--- config.mk ---
export PLATFORM = sky130hd
export DESIGN_NAME = btn_counter_ctrl
export DESIGN_NICKNAME = d
export VERILOG_FILES = /design/src/rtl/btn_counter_pkg.sv /design/src/rtl/btn_counter_ctrl_tick_gen.sv /design/src/rtl/btn_counter_ctrl.sv
export SDC_FILE = /design/constraint.sdc
export NUM_CORES = 1
export LEC_CHECK = 0
export BUFFER_PORTS_ARGS = -buffer_cell sky130_fd_sc_hd__buf_2
export CORE_MARGIN = 4
export CORE_UTILIZATION = 41
export DETAILED_ROUTE_END_ITERATION = 16
export GPL_TIMING_DRIVEN = 0
export SYNTH_ARGS = -nofsm -noshare
export SYNTH_HDL_FRONTEND = slang
export SYNTH_SLANG_ARGS = --single-unit
--- constraint.sdc ---
create_clock -name clk -period 5.43 [get_ports clk]
set_input_delay 1.086 -clock clk [delete_from_list [all_inputs] [get_ports clk]]
set_output_delay 1.086 -clock clk [all_outputs]
set_load 0.005 [all_outputs]
--- src/rtl/btn_counter_pkg.sv ---
`default_nettype none
// +------------------------------------------------------------------+
// | btn_counter_pkg                                                  |
// | Shared state types and frame geometry for btn_counter_ctrl.      |
// | Rev 1.0                                                          |
// +------------------------------------------------------------------+
package btn_counter_pkg;

  typedef enum logic {
    STOP = 1'b0,
    RUN  = 1'b1
  } ctrl_state_t;

  typedef enum logic [2:0] {
    TX_IDLE    = 3'd0,
    TX_HI      = 3'd1,
    TX_WAIT_HI = 3'd2,
    TX_LO      = 3'd3,
    TX_WAIT_LO = 3'd4
  } tx_state_t;

  localparam int FRAME_BYTES = 2;

endpackage
`default_nettype wire

--- src/rtl/btn_counter_ctrl_tick_gen.sv ---
`default_nettype none
// +------------------------------------------------------------------+
// | tick_gen                                                         |
// | Prescaler: one-cycle tick every DIV enabled cycles, holds when   |
// | disabled, synchronous clear.                                     |
// | Rev 1.0                                                          |
// +------------------------------------------------------------------+
module tick_gen #(
  parameter int DIV = 10
) (
  input  logic clk,
  input  logic rst_n,
  input  logic en,
  input  logic clr,
  output logic tick
);

  localparam int            PW   = $clog2(DIV);
  localparam logic [PW-1:0] LAST = PW'(DIV - 1);

  logic [PW-1:0] presc_q;
  logic [PW-1:0] presc_d;

  always_comb begin
    presc_d = presc_q;
    if (clr) begin
      presc_d = '0;
    end else if (en) begin
      presc_d = (presc_q == LAST) ? '0 : presc_q + PW'(1);
    end
  end

  always_ff @(posedge clk or negedge rst_n) begin
    if (!rst_n) begin
      presc_q <= '0;
    end else begin
      presc_q <= presc_d;
    end
  end

  assign tick = en && (presc_q == LAST);

endmodule
`default_nettype wire

--- src/rtl/btn_counter_ctrl.sv ---
`default_nettype none
// +------------------------------------------------------------------+
// | btn_counter_ctrl                                                 |
// | Run/stop + direction control of a prescaled 0..CNT_MAX counter;  |
// | every new count is sent to the SPI master as a 2-byte frame.     |
// | Rev 1.0                                                          |
// +------------------------------------------------------------------+
module btn_counter_ctrl
  import btn_counter_pkg::*;
#(
  parameter int CLK_HZ  = 100_000_000,
  parameter int TICK_HZ = 10,
  parameter int CNT_MAX = 9999,
  parameter int CNT_W   = 14
) (
  input  logic             clk,
  input  logic             rst_n,
  input  logic             i_btn_run,
  input  logic             i_btn_clear,
  input  logic             i_btn_dir,
  input  logic             i_spi_busy,
  input  logic             i_spi_done,
  output logic             o_running,
  output logic             o_dir_down,
  output logic [CNT_W-1:0] o_count,
  output logic             o_spi_start,
  output logic [7:0]       o_spi_tx_data
);

  localparam int               DIV    = CLK_HZ / TICK_HZ;
  localparam int               SNAP_W = 8 * FRAME_BYTES;
  localparam logic [CNT_W-1:0] MAXV   = CNT_W'(CNT_MAX);

  ctrl_state_t      ctrl_q, ctrl_d;
  tx_state_t        tx_q, tx_d;
  logic             dir_q, dir_d;
  logic [CNT_W-1:0] count_q, count_d;
  logic             pending_q, pending_d;
  logic [7:0]       snap_lo_q, snap_lo_d;
  logic             start_q, start_d;
  logic [7:0]       data_q, data_d;

  logic              w_tick;
  logic [SNAP_W-1:0] w_count_ext;

  tick_gen #(
    .DIV (DIV)
  ) u_tick_gen (
    .clk   (clk),
    .rst_n (rst_n),
    .en    (ctrl_q == RUN),
    .clr   (i_btn_clear),
    .tick  (w_tick)
  );

  assign w_count_ext = SNAP_W'(count_q);

  always_comb begin
    ctrl_d = ctrl_q;
    case (ctrl_q)
      STOP:    if (i_btn_run) ctrl_d = RUN;
      RUN:     if (i_btn_run) ctrl_d = STOP;
      default: ctrl_d = STOP;
    endcase

    dir_d = dir_q ^ i_btn_dir;

    // Clear outranks a coincident tick; the tick uses the direction held before any toggle this cycle.
    count_d = count_q;
    if (i_btn_clear) begin
      count_d = '0;
    end else if (w_tick) begin
      if (dir_q) begin
        count_d = (count_q == '0) ? MAXV : count_q - CNT_W'(1);
      end else begin
        count_d = (count_q == MAXV) ? '0 : count_q + CNT_W'(1);
      end
    end
  end

  always_comb begin
    tx_d      = tx_q;
    pending_d = pending_q;
    snap_lo_d = snap_lo_q;
    start_d   = 1'b0;
    data_d    = data_q;
    case (tx_q)
      TX_IDLE: begin
        if (pending_q && !i_spi_busy) begin
          snap_lo_d = w_count_ext[7:0];
          data_d    = w_count_ext[SNAP_W-1:SNAP_W-8];
          start_d   = 1'b1;
          pending_d = 1'b0;
          tx_d      = TX_HI;
        end
      end
      TX_HI:      tx_d = TX_WAIT_HI;
      TX_WAIT_HI: if (i_spi_done) tx_d = TX_LO;
      TX_LO: begin
        if (!i_spi_busy) begin
          data_d  = snap_lo_q;
          start_d = 1'b1;
          tx_d    = TX_WAIT_LO;
        end
      end
      TX_WAIT_LO: if (i_spi_done) tx_d = TX_IDLE;
      default:    tx_d = TX_IDLE;
    endcase
    // A change landing on the snapshot cycle must still schedule a follow-up frame.
    if (count_d != count_q) pending_d = 1'b1;
  end

  always_ff @(posedge clk or negedge rst_n) begin
    if (!rst_n) begin
      ctrl_q    <= STOP;
      tx_q      <= TX_IDLE;
      dir_q     <= 1'b0;
      count_q   <= '0;
      pending_q <= 1'b1;
      snap_lo_q <= '0;
      start_q   <= 1'b0;
      data_q    <= '0;
    end else begin
      ctrl_q    <= ctrl_d;
      tx_q      <= tx_d;
      dir_q     <= dir_d;
      count_q   <= count_d;
      pending_q <= pending_d;
      snap_lo_q <= snap_lo_d;
      start_q   <= start_d;
      data_q    <= data_d;
    end
  end

  assign o_running     = (ctrl_q == RUN);
  assign o_dir_down    = dir_q;
  assign o_count       = count_q;
  assign o_spi_start   = start_q;
  assign o_spi_tx_data = data_q;

endmodule
`default_nettype wire

==> impl_metrics.env <==
export IMPL_outcome="finished clean"
export IMPL_overflow=0
export IMPL_worstPathRequired_ns=5.68
export IMPL_fin_area_mm2=0.00431
export IMPL_dp_hpwl_um=8390
export IMPL_post_cts_buffers=0
export IMPL_wl_um=11700
export IMPL_synth_edff_count=0
export IMPL_tritoncts="built"
export IMPL_nNetsFinal=509
export IMPL_place_congestion=0.946
export IMPL_timing_rr_start="o_count[0]"
export IMPL_die_h_um=105
export IMPL_synth_cells=458
export IMPL_powerDensity_mw_per_mm2=285
export IMPL_grtUsageTotal_pct=21.8
export IMPL_hold_path_cell_count=2
export IMPL_r2r_slack_ns=2.00
export IMPL_grt_max_degree=62
export IMPL_register_area_mm2=0.00153
export IMPL_min_delay_start="o_spi_tx_data[6]"
export IMPL_place_ws_ns=1.99
export IMPL_detail_route_antenna_nets=0
export IMPL_crit_path_start="o_count[0]"
export IMPL_cp_end_kind="flip-flop"
export IMPL_cts_sinks=61
export IMPL_min_path_type="flip-flop to flip-flop"
export IMPL_rsz0062_at_grt="no"
export IMPL_synthFlopType="dfrtp_1"
export IMPL_placed_cell_area_mm2=0.00414
export IMPL_syn_nets=468
export IMPL_root_buffer="clkbuf_8"
export IMPL_path_clk_slew_ns=0.07
export IMPL_antenna_found_initial=0
export IMPL_cts_hold_buffers=0
export IMPL_min_period_ns=3.43
export IMPL_drive_above_1_share_pct=15.7
export IMPL_max_slew_margin_pct=36.6
export IMPL_worstPathArrival_ns=3.68
export IMPL_placementRows=35
export IMPL_seq_area_frac_synth_pct=39.6
export IMPL_die_w_um=105
export IMPL_ys_ff_latch=61
export IMPL_area_delta_synth_final_pct=11.9
export IMPL_fin_ws_ns=2.00
export IMPL_syn_area_per_cell_um2=8.41
export IMPL_routedWlPerCell_um=19.0
export IMPL_hold_viol_final=0
export IMPL_rr_worst_depth=10
export IMPL_dieArea_mm2=0.0110
export IMPL_p_leak_nw=1.88
export IMPL_vias=3701
export IMPL_final_common_cell="dfrtp_1"
export IMPL_viasPerCell=6.02
export IMPL_instances_no_fill=615
export IMPL_layout_common_cells="dfrtp_1, nand2_1, nor2_1, buf_2, o21ai_0"
export IMPL_cts_buffer_depth=2
export IMPL_io_buffers=30
export IMPL_multiInputGateArea_mm2=0.00214
export IMPL_io_pin_count=32
export IMPL_start_kind="flip-flop"
export IMPL_setup_viol=0
export IMPL_synth_area_mm2=0.00385
export IMPL_max_freq_mhz=292
export IMPL_grt_pass1_vias=3609
export IMPL_setup_tns_ns=0
export IMPL_final_util_pct=46.9
export IMPL_drtIter0Drc=212
export IMPL_r2r_end="pending_q"
export IMPL_async_reset_ff_share_pct=100
export IMPL_drt_first_pass_iters=7
export IMPL_cts_made_buffers=9
export IMPL_slew_violations=0
export IMPL_core_area_mm2=0.00920
export IMPL_cts_resized=0
export IMPL_path_class="flip-flop to flip-flop"
export IMPL_cts_max_level=3
export IMPL_start_util_pct=41.9
export IMPL_min_to="o_spi_tx_data[6]"
export IMPL_fill_cells=937
export IMPL_synth_warnings=0
export IMPL_ir_drop_mv=0.159
export IMPL_clock_latency_ns=0.35
export IMPL_worst_slew_pin_slew_ns=0.942
export IMPL_dp_cells=599
export IMPL_synth_distinct_cells=65
export IMPL_fin_worst_skew_ns=0.0130
export IMPL_grt_pass1_wl_um=19200
export IMPL_drc_errors=0
export IMPL_diodes=0
export IMPL_path_max_fanout=10
export IMPL_min_period_over_period_pct=63.1
export IMPL_cap_viol_max_count=0
## how the worst max path moves through the flow
| stage | end | slack, ns | depth (start not counted) |
|---|---|---|---|
| 2_1_floorplan | u_tick_gen.presc_q[23] | 2.63 | 8 |
| 3_3_place_gp | u_tick_gen.presc_q[23] | 2.01 | 8 |
| 3_5_place_dp | u_tick_gen.presc_q[23] | 1.99 | 8 |
| 4_1_cts | pending_q | 2.12 | 10 |
| 5_1_grt | pending_q | 1.79 | 10 |
| 6_report | pending_q | 2.00 | 10 |
## critical path, stage by stage, from the launching register on
cell and delay (ns):
dfrtp_1 0.40, clkbuf_1 0.40, inv_1 0.13, ha_1 0.27, nor3b_1 0.22, a41oi_1 0.77, a221oi_1 0.20, and3_1 0.24
a311o_1 0.29, nor4b_2 0.24, nand4_1 0.17
## state kept, by name, summed over array words and instances, names as in the netlist
| signal | flops |
|---|---|
| o_count | 14 |
| tx_q | 3 |
| u_tick_gen.presc_q | 24 |
| o_spi_tx_data | 8 |
| pending_q | 1 |
| o_spi_start | 1 |
| o_running | 1 |
| o_dir_down | 1 |
| snap_lo_q | 8 |
## per-layer routing
layer  vias to the layer above  wire length, µm  global-route usage [%]
li1                       1750                -                       -
met1                      1787             5190                    28.7
met2                       138             5520                    35.7
met3                        26              688                    3.71
met4                         0              292                    8.43
met5                         -                0                       0
## cell families (layout without fill, tap and decap cells)
logic type	after synthesis	count (layout)	share of synthesized area [%]
simple gates	214	214	28.6
compound gates	108	108	18.8
flops	61	61	39.6
buf+inv	43	89	4.74
xor+xnor	16	16	3.64
mux	13	13	3.60
fa+ha+maj	3	3	0.974
## power by group
| group | total, W | internal, W | switching, W |
|---|---|---|---|
| clock | 0.000362 | 0.000177 | 0.000185 |
| sequential | 0.000535 | 0.000499 | 0.0000358 |
| combinational | 0.000334 | 0.000120 | 0.000214 |
## stage by stage
step,power (W),hold WS (ns)
global route,0.00130,0.498
finish,0.00123,0.472
CTS,0.00124,0.480
global placement,0.000872,0.456
floorplan,0.000756,0.450
detailed placement,0.000873,0.465
## synthesized netlist by cell type, types with 3 or more instances
cell type	instances	area, µm²
or3b_2	3	26.3
a21oi_1	26	130
o31ai_1	5	37.5
ha_1	3	37.5
and4_1	3	26.3
nor3b_1	4	30.0
nor3_1	12	60.1
a31oi_1	6	37.5
mux2i_1	6	60.1
nand2b_1	3	18.8
a22oi_1	3	22.5
nor4_1	6	37.5
clkbuf_1	17	63.8
xnor2_1	6	52.6
a221oi_1	5	43.8
nand3_1	19	95.1
o21a_1	4	30.0
mux2_2	7	78.8
nor4bb_1	4	40.0
buf_2	10	50.1
inv_1	12	45.0
nand4_1	11	68.8
xor2_1	10	87.6
nand3b_1	3	22.5
nor2_1	56	210
o22ai_1	4	25.0
or2_2	5	31.3
o21ai_0	30	150
nand2_1	56	210
or3_1	8	50.1
and3_1	7	43.8
dfrtp_1	60	1500
## final cells by class
class	count	area share [%]
Multi-Input combinational cell	354	49.7
Sequential cell	61	35.4
Timing Repair Buffer	30	3.54
Clock buffer	12	3.36
Tap cell	111	3.22
Buffer	31	3.19
Inverter	12	1.04
Clock inverter	4	0.551
Power figures use the tool's default switching activity.
